==> src/rtl/axi4lite_master_bridge.sv <==
// Single-outstanding AXI4-Lite master: turns one READ/WRITE/BOTH command into
// bus traffic and hands the captured bus response back on the rsp_* port.
module axi4lite_master_bridge #(
   parameter int ADDR_WIDTH = 32,
   parameter int DATA_WIDTH = 32
) (
   input  logic                    ACLK,
   input  logic                    ARESET,
   input  logic                    cmd_valid,
   output logic                    cmd_ready,
   input  logic [1:0]              cmd_op,
   input  logic [ADDR_WIDTH-1:0]   cmd_addr,
   input  logic [DATA_WIDTH-1:0]   cmd_wdata,
   input  logic [DATA_WIDTH/8-1:0] cmd_wstrb,
   output logic                    rsp_valid,
   input  logic                    rsp_ready,
   output logic [1:0]              rsp_op,
   output logic [DATA_WIDTH-1:0]   rsp_rdata,
   output logic [1:0]              rsp_rresp,
   output logic [1:0]              rsp_bresp,
   output logic [ADDR_WIDTH-1:0]   AWADDR,
   output logic [2:0]              AWPROT,
   output logic                    AWVALID,
   input  logic                    AWREADY,
   output logic [DATA_WIDTH-1:0]   WDATA,
   output logic [DATA_WIDTH/8-1:0] WSTRB,
   output logic                    WVALID,
   input  logic                    WREADY,
   input  logic [1:0]              BRESP,
   input  logic                    BVALID,
   output logic                    BREADY,
   output logic [ADDR_WIDTH-1:0]   ARADDR,
   output logic [2:0]              ARPROT,
   output logic                    ARVALID,
   input  logic                    ARREADY,
   input  logic [DATA_WIDTH-1:0]   RDATA,
   input  logic [1:0]              RRESP,
   input  logic                    RVALID,
   output logic                    RREADY
);

   typedef enum logic [2:0] {IDLE, WR_REQ, WR_RSP, RD_REQ, RD_RSP, RESP} state_t;

   state_t                  state;
   state_t                  next_state;
   logic [1:0]              op_q;
   logic [ADDR_WIDTH-1:0]   addr_q;
   logic                    accept;

   assign accept = cmd_valid & cmd_ready;
   assign AWADDR = addr_q;
   assign ARADDR = addr_q;
   assign AWPROT = 3'b000;
   assign ARPROT = 3'b000;
   assign rsp_op = op_q;

   always_ff @(posedge ACLK or posedge ARESET) begin
      if (ARESET) state <= IDLE;
      else        state <= next_state;
   end

   // A write channel counts as done once its VALID has dropped or is handshaking now.
   always_comb begin
      next_state = state;
      case (state)
         IDLE: begin
            if (accept) begin
               case (cmd_op)
                  2'd0:       next_state = RD_REQ;
                  2'd1, 2'd2: next_state = WR_REQ;
                  default:    next_state = RESP;
               endcase
            end
         end
         WR_REQ: if ((!AWVALID || AWREADY) && (!WVALID || WREADY)) next_state = WR_RSP;
         WR_RSP: if (BVALID && BREADY) next_state = (op_q == 2'd2) ? RD_REQ : RESP;
         RD_REQ: if (ARVALID && ARREADY) next_state = RD_RSP;
         RD_RSP: if (RVALID && RREADY) next_state = RESP;
         RESP:   if (rsp_ready) next_state = IDLE;
         default: next_state = IDLE;
      endcase
   end

   // Handshake outputs are decoded from next_state so they are registered yet line up with the state.
   always_ff @(posedge ACLK or posedge ARESET) begin
      if (ARESET) begin
         cmd_ready <= 1'b0;
         rsp_valid <= 1'b0;
         AWVALID   <= 1'b0;
         WVALID    <= 1'b0;
         BREADY    <= 1'b0;
         ARVALID   <= 1'b0;
         RREADY    <= 1'b0;
         op_q      <= '0;
         addr_q    <= '0;
         WDATA     <= '0;
         WSTRB     <= '0;
         rsp_rdata <= '0;
         rsp_rresp <= '0;
         rsp_bresp <= '0;
      end else begin
         cmd_ready <= (next_state == IDLE);
         rsp_valid <= (next_state == RESP);
         BREADY    <= (next_state == WR_RSP);
         ARVALID   <= (next_state == RD_REQ);
         RREADY    <= (next_state == RD_RSP);

         if (accept && (cmd_op == 2'd1 || cmd_op == 2'd2)) begin
            AWVALID <= 1'b1;
            WVALID  <= 1'b1;
         end else begin
            if (AWVALID && AWREADY) AWVALID <= 1'b0;
            if (WVALID && WREADY)   WVALID  <= 1'b0;
         end

         if (accept) begin
            op_q      <= cmd_op;
            addr_q    <= cmd_addr;
            WDATA     <= cmd_wdata;
            WSTRB     <= cmd_wstrb;
            rsp_rdata <= '0;
            rsp_rresp <= (cmd_op == 2'd3) ? 2'b10 : 2'b00;
            rsp_bresp <= (cmd_op == 2'd3) ? 2'b10 : 2'b00;
         end

         if (state == WR_RSP && BVALID && BREADY) rsp_bresp <= BRESP;

         if (state == RD_RSP && RVALID && RREADY) begin
            rsp_rdata <= RDATA;
            rsp_rresp <= RRESP;
         end
      end
   end

endmodule

==> config.mk <==
export PLATFORM = sky130hd
export DESIGN_NAME = axi4lite_master_bridge
export DESIGN_NICKNAME = d
export VERILOG_FILES = /design/src/rtl/axi4lite_master_bridge.sv
export SDC_FILE = /design/constraint.sdc
export NUM_CORES = 1
export LEC_CHECK = 0
export CAP_MARGIN = 40
export CORE_ASPECT_RATIO = 1.4
export CORE_MARGIN = 2
export CORE_UTILIZATION = 41
export CTS_BUF_LIST = sky130_fd_sc_hd__clkbuf_8
export DETAILED_ROUTE_END_ITERATION = 12
export PLACE_DENSITY = 0.94
export SLEW_MARGIN = 20
export SYNTH_ARGS = -nofsm -noshare
export SYNTH_HDL_FRONTEND = slang
export SYNTH_SLANG_ARGS = --single-unit
==> constraint.sdc <==
create_clock -name ACLK -period 11.14 [get_ports ACLK]
set_input_delay 2.228 -clock ACLK [delete_from_list [all_inputs] [get_ports ACLK]]
set_output_delay 2.228 -clock ACLK [all_outputs]
set_load 0.1 [all_outputs]
======== Yosys cells after proc, flatten, opt, wreduce, memory -nomap -nowiden ========
Index checks and enable logic that the tools add are counted.
operators by class
  muxes and demuxes ....................... 19
  reductions and logical operators ........ 24
  bitwise operators ....................... 1
  equality and inequality tests ........... 13
operators by type and width
  kind                                                              number
  32-bit 2-to-1 mux                                                 2
  3-bit 2-to-1 mux                                                  7
  3-bit one-hot mux with 6 select lines                             1
  3-bit by 2-bit == test with 1-bit output (second input constant)  4
  3-bit == test (second input constant)                             4
  1-bit logical AND                                                 11
  2-bit 2-to-1 mux                                                  4
  2-bit nonzero test                                                4
  2-bit == test (second input constant)                             3
  3-bit zero test                                                   2
  3-bit one-hot mux with 2 select lines                             1
  1-bit 2-to-1 mux                                                  4
  3-bit by 1-bit == test with 1-bit output (second input constant)  1
  1-bit logical OR                                                  3
  2-bit by 1-bit == test with 1-bit output (second input constant)  1
  1-bit zero test                                                   2
  2-bit zero test                                                   1
  2-bit OR reduction                                                1
  1-bit bitwise AND                                                 1
word-level totals
  input port bits ......................... 115
  bits in registers ....................... 116
  logic and storage cells ................. 72
  output and inout bits ................... 151

======== Logic depth before layout (Yosys ltp) ========
Gate-level depths: netlist of the first run.
  word-level depth ........................ 6
  gate-level depth with buffers ........... 6

======== Least setup slack after synthesis of the first run ========
No wires, ideal clock.
  kind .................................... register -> output
  from .................................... register addr_q[0], in the netlist ARADDR[0]
  to ...................................... output AWADDR[0]
  buffers on the path ..................... 1
  arrival ................................. 1,336 ps
  slack ................................... 7,576 ps
  cell stages (with the launch flop) ...... 2
  path through ............................ dfrtp_1 > buf_4
RTL lines
  what                    RTL line  source
  start, declared         47        logic [ADDR_WIDTH-1:0] addr_q;
  start signal, assigned  118       addr_q <= cmd_addr;
  end, declared           21        output logic [ADDR_WIDTH-1:0] AWADDR,
No word-level cell between the ends.

======== Final worst setup path of the first run ========
  from .................................... input cmd_valid
  to ...................................... register WDATA[7]
on the way
  cells in the longest elaborated chain, start to end .. 1
ends and longest elaborated chain
  what                  RTL line  source
  start, declared       9         input logic cmd_valid,
  1-bit bitwise AND     50        assign accept = cmd_valid & cmd_ready;
  end signal, assigned  119       WDATA <= cmd_wdata;
  end, declared         25        output logic [DATA_WIDTH-1:0] WDATA,
No other way between the ends.
A chain may end at the register's enable or synchronous reset.

==> results of run 1 <==
stage by stage:
step                      util, %  instance area [µm²]  setup WS, ps
after global routing         89.9                10200          6930
after CTS                    89.6                10200          7010
after floorplan                 -                 4830          5840
after global placement       63.9                 7280          6750
final                        89.9                10200          7030
after detailed placement     86.0                 9810          6600
worst max-delay path: cells and delay by family:
kind                   cells  cell delay, ps
buffers and inverters      2            1220
muxes                      1             450
and+or+nand+nor            1             440
registers in the layout, indices dropped and copies added, names as in the netlist, 2 cells and up:
signal and flops:
rsp_rresp 2, WDATA 32, state 3, rsp_rdata 32, ARADDR 32, rsp_op 2
WSTRB 4, rsp_bresp 2
logic make-up after synthesis:
group,Yosys count,share of synthesized area [%]
multiplexers,68,15.9
adder cells (fa/ha/maj),3,0.780
AO/OA/AOI/OAI,47,5.41
flip-flops,116,60.3
buffers and inverters,62,7.91
AND/OR/NAND/NOR,106,9.57
other,1,0.0779
routing by layer:
metal  global-route usage (%)  part of all wire (%)  vias to the layer above
met2                     60.8                    59                      233
met3                     7.09                   5.2                       73
li1                         -                     -                     2059
met4                     17.3                   5.1                        0
met5                        0                     0                        -
met1                     30.3                    31                     2332
final cells by class:
type	instances	share of cell area [%]
Timing Repair Buffer	408	50.5
Sequential cell	116	28.3
Multi-Input combinational cell	230	15.2
Clock buffer	19	2.55
Tap cell	144	1.76
Clock inverter	13	1.38
Inverter	5	0.208
Antenna cell	2	0.0489
worst min path at each step:
stage / startpoint / endpoint / slack, ps
2_1_floorplan: state[0] / cmd_ready / 710
3_5_place_dp: WDATA[23] / WDATA[23] / 490
5_1_grt: WDATA[25] / WDATA[25] / 530
6_report: WSTRB[0] / WSTRB[0] / 510
4_1_cts: WSTRB[0] / WSTRB[0] / 510
3_3_place_gp: rsp_op[1] / rsp_op[1] / 480
cells in the final DEF (no fill, tap or decap), drive strengths merged, types with 3 or more instances in the layout:
cell type,synthesis,final
clkdlybuf4s50,0,259
nor2b,3,3
clkbuf,15,19
mux2,68,68
and2,3,3
conb,1,6
inv,5,8
nand2b,3,3
dfrtp,116,116
nand2,81,81
clkinv,0,5
buf,42,149
o21ai,38,38
ha,3,3
bufinv,0,3
==> metrics.txt, run 1 <==
post-CTS repair timing setup buffer count 0; layout net count 896; num rows 46; Post-CTS Resized 0; clk root buf clkbuf_8; area of the multi-input gates 1560 µm²; WS Path Type in2reg; Post-synth EDFFs 0; Netlist Area Pre-Place 4810 µm²; initial antenna violation count 2; Cell Chain, Critical Path clkdlybuf4s50_1 > nand2_4 > buf_4 > mux2_2; largest net degree at the start of global routing 69; status finished, final reports clean; DRT antenna net count 0; Avg Inst Size Synth 11.9 µm²; residual DRC count 0; P&R area growth vs syn 113%; setup_tns 0 ps; fin crit share 36.9%; Fmax 243 MHz; Ys Warns 0; vias in the first global route 5,335; worst setup path endpoint WDATA[7]; top cell type's share of synthesized area 60.3%; port bufs 259; Total Die Area 12,600 µm²; Hold/Removal Path Class reg2reg; Reg2Reg Depth 3; Final Hold Fails 0; Clock Sink Count 116; Clock Pin Slew Worst Setup and Hold Paths 70 ps; via-per-instance ratio 5.01; hold path cells 1; layout cell share with drive strength beyond 1 31.6%; DR WL/cell 21.0 µm; Worst-Margin Slew 796 ps; Tot GR Track Use 32.0%; CP Data Arrival Time 4410 ps; Synth top cells by count dfrtp_1, nand2_1, mux2_2; routed via count 4,697; Post-Synthesis Cells 403; global-route wire length before repair 29.6 mm; Die Ht 132 µm; initial DRC count 173; largest area contributor in the netlist dfrtp_1; grt ovf 0; crit path from cmd_valid; CTS tree yes; RD Place Congestion 0.867; Pre-Repair DR Iteration Count 4; worst slew margin relative to its limit 46.9%; flop-to-flop setup slack 8900 ps; post-synthesis register bit count 116; Slowest cell on crit path buf_4; Initial Util 42.2%; crit path max fanout 68; Async SR Flop Fraction 100%; RSZ-0062 raised after global routing no; routed wire length 19.7 mm; post-synthesis sequential area ratio 60.3%; most common cell in the netlist dfrtp_1; io pins 266; Unique masters post-synth 31; fill count 446; Clk Latency, worst-skew pair 430 ps; CTS Buf Count 17; Inst Count DP 902; min cycle time layout 4110 ps; CTS max path bufs 2; Setup Skew 10.3 ps; CP startpoint kind input port; final setup fails 0; Finished Layout Cells 937; H-tree depth 4; Max-Cap Viols 0; hold_buf cts 0; CP endpoint kind register; R2R Path End WDATA[7]; critical path data required time 11,440 ps; reg2reg start cmd_ready; Synth area leaders dfrtp_1, mux2_2, nand2_1; area occupied by registers 2900 µm²; Max stage delay on crit path 720 ps; Die X 95.6 µm; hold_ws 510 ps; detailed placement HPWL 15.3 mm; fin. max-slew vios 0; Synth Flop Type dfrtp_1; core area 11,400 µm²
Power of run 1 is not shown: default switching activity piles up to over one toggle a cycle in this logic, so the estimate is an artifact.
==> run 2: changes to the inputs <==
--- a/config.mk
+++ b/config.mk
@@ -8,10 +8,10 @@
 export CAP_MARGIN = 40
 export CORE_ASPECT_RATIO = 1.4
 export CORE_MARGIN = 2
-export CORE_UTILIZATION = 41
+export CORE_UTILIZATION = 36
 export CTS_BUF_LIST = sky130_fd_sc_hd__clkbuf_8
 export DETAILED_ROUTE_END_ITERATION = 12
-export PLACE_DENSITY = 0.94
+export PLACE_DENSITY = 0.89
 export SLEW_MARGIN = 20
 export SYNTH_ARGS = -nofsm -noshare
 export SYNTH_HDL_FRONTEND = slang
==> constraint.sdc (replaced) <==
create_clock -name ACLK -period 3.55 [get_ports ACLK]
set_input_delay 0.71 -clock ACLK [delete_from_list [all_inputs] [get_ports ACLK]]
set_output_delay 0.71 -clock ACLK [all_outputs]
set_load 0.1 [all_outputs]
==> run 2 against run 1 <==
Net effect:
- hold slack better by 3.4 ps
- cell count is 3.8% higher
- wire length is 8.1% lower
- sequential share of layout area is 0.34 points lower
- utilization is 11 points lower
- critical path depth is 2 lower
- flip-flop and latch count stayed put
- highest routed layer unchanged
==> metrics.txt, run 2 (synthesis results as in run 1) <==
CP Data Arrival Time 1650 ps (-2760 ps); min cycle time layout 2360 ps; flop-to-flop setup slack 1570 ps (-7330 ps); global-route wire length before repair 27.4 mm (-7.2%); residual DRC count 0 (unchanged); CTS tree yes; Clock Sink Count 116 (unchanged); area occupied by registers 2900 µm² (unchanged); commonest non-fill, non-tap cell in the layout clkdlybuf4s50_1; Hold/Removal Path Class reg2reg; fin worst setup slack 1190 ps (-5840 ps); worst slew margin relative to its limit 56.9% (+10 points); num rows 50 (+8.7%); Die Ht 141 µm (+6.5%); RD Place Congestion 0.922 (+6.4%); clk root buf clkbuf_8; io pins 266 (unchanged); layout net count 896 (unchanged); Tot GR Track Use 25.8% (-6.3 points); largest net degree at the start of global routing 109 (+58%); vias in the first global route 5,313 (-0.41%); WS Path Type reg2out; initial DRC count 104 (-40%); Pre-Repair DR Iteration Count 4 (unchanged); RSZ-0062 raised after global routing no; critical path data required time 2840 ps (-8600 ps); Clock Pin Slew Worst Setup and Hold Paths 70 ps (about the same); CTS max path bufs 2 (unchanged); port bufs 259 (unchanged); Max-Cap Viols 0 (unchanged); grt ovf 0 (unchanged); layout cell share with drive strength beyond 1 31.7% (+0.13 points); status finished, final reports clean; area of the multi-input gates 1560 µm² (unchanged); most frequent cells in the layout clkdlybuf4s50_1, dfrtp_1, buf_8; crit path max fanout 2 (-97%); Fmax 424 MHz; post-CTS repair timing setup buffer count 0 (unchanged); Die X 102 µm (+6.4%); DRT antenna net count 0 (unchanged); Clk Latency, worst-skew pair 420 ps (about the same); routed wire length 18.1 mm (-8.1%); Final Hold Fails 0 (unchanged); routed via count 4,574 (-2.6%); core area 13,200 µm² (+16%); Total Die Area 14,300 µm² (+13%); CP endpoint kind primary output; hold_buf cts 0 (unchanged); CTS Buf Count 17 (unchanged); fin crit share 66.4%; CP startpoint kind register; setup_tns 0 ps (unchanged); Worst-Margin Slew 647 ps (-149 ps); Setup Skew 16.9 ps (+6.61 ps); final setup fails 0 (unchanged); H-tree depth 4 (unchanged); fin. max-slew vios 0 (unchanged); DR WL/cell 18.6 µm (-11%); Post-Place Worst Slack 994 ps (-5610 ps); Initial Util 36.4% (-5.8 points); P&R area growth vs syn 115%; fill count 684 (+53%); antenna cells 0 (-2); detailed placement HPWL 14.3 mm (-6.7%); initial antenna violation count 0 (-2); Post-CTS Resized 0 (unchanged); via-per-instance ratio 4.70 (-6.2%)
run 2: stage by stage:
step,cell area (µm²),utilization (%),cells,hold slack [ps]
2_1_floorplan,4830,-,408,708
3_3_place_gp,7360,55.7,796,489
3_5_place_dp,9890,75.0,940,497
4_1_cts,10300,78.4,972,513
5_1_grt,10400,78.5,973,501
6_report,10400,78.5,973,514
run 2: layout make-up:
type	count	area share, %
Multi-Input combinational cell	230	15.0
Timing Repair Buffer	408	50.2
Clock buffer	19	2.52
Clock inverter	13	1.82
Sequential cell	116	28.0
Tap cell	182	2.20
Inverter	5	0.217
run 2: path summary, 6_finish.rpt:
| kind | endpoint | depth (start not counted) | start |
|---|---|---|---|
| worst max-delay path | rsp_rdata[0] | 2 | rsp_rdata[0] |
| worst max register to register | cmd_ready | 4 | state[0] |
| min in group asynchronous | ARADDR[18] | 2 | ARESET |
| max in group asynchronous | rsp_op[0] | 4 | ARESET |
| worst min-delay path | rsp_op[1] | 2 | rsp_op[1] |
| worst min register to register | rsp_op[1] | 2 | rsp_op[1] |
run 2: worst max-delay path, stage by stage, from the launching register on:
cell and delay (ps):
dfrtp_1 390, clkdlybuf4s50_1 640, buf_16 210
run 2: per-layer routing:
layer,up-vias,wire length (µm),global-route usage [%]
li1,2057,-,-
met1,2230,5460,22.9
met2,223,10600,50.0
met3,64,1030,6.54
met4,0,1000,14.8
met5,-,0,0
Power of run 2 is left out for the same reason.
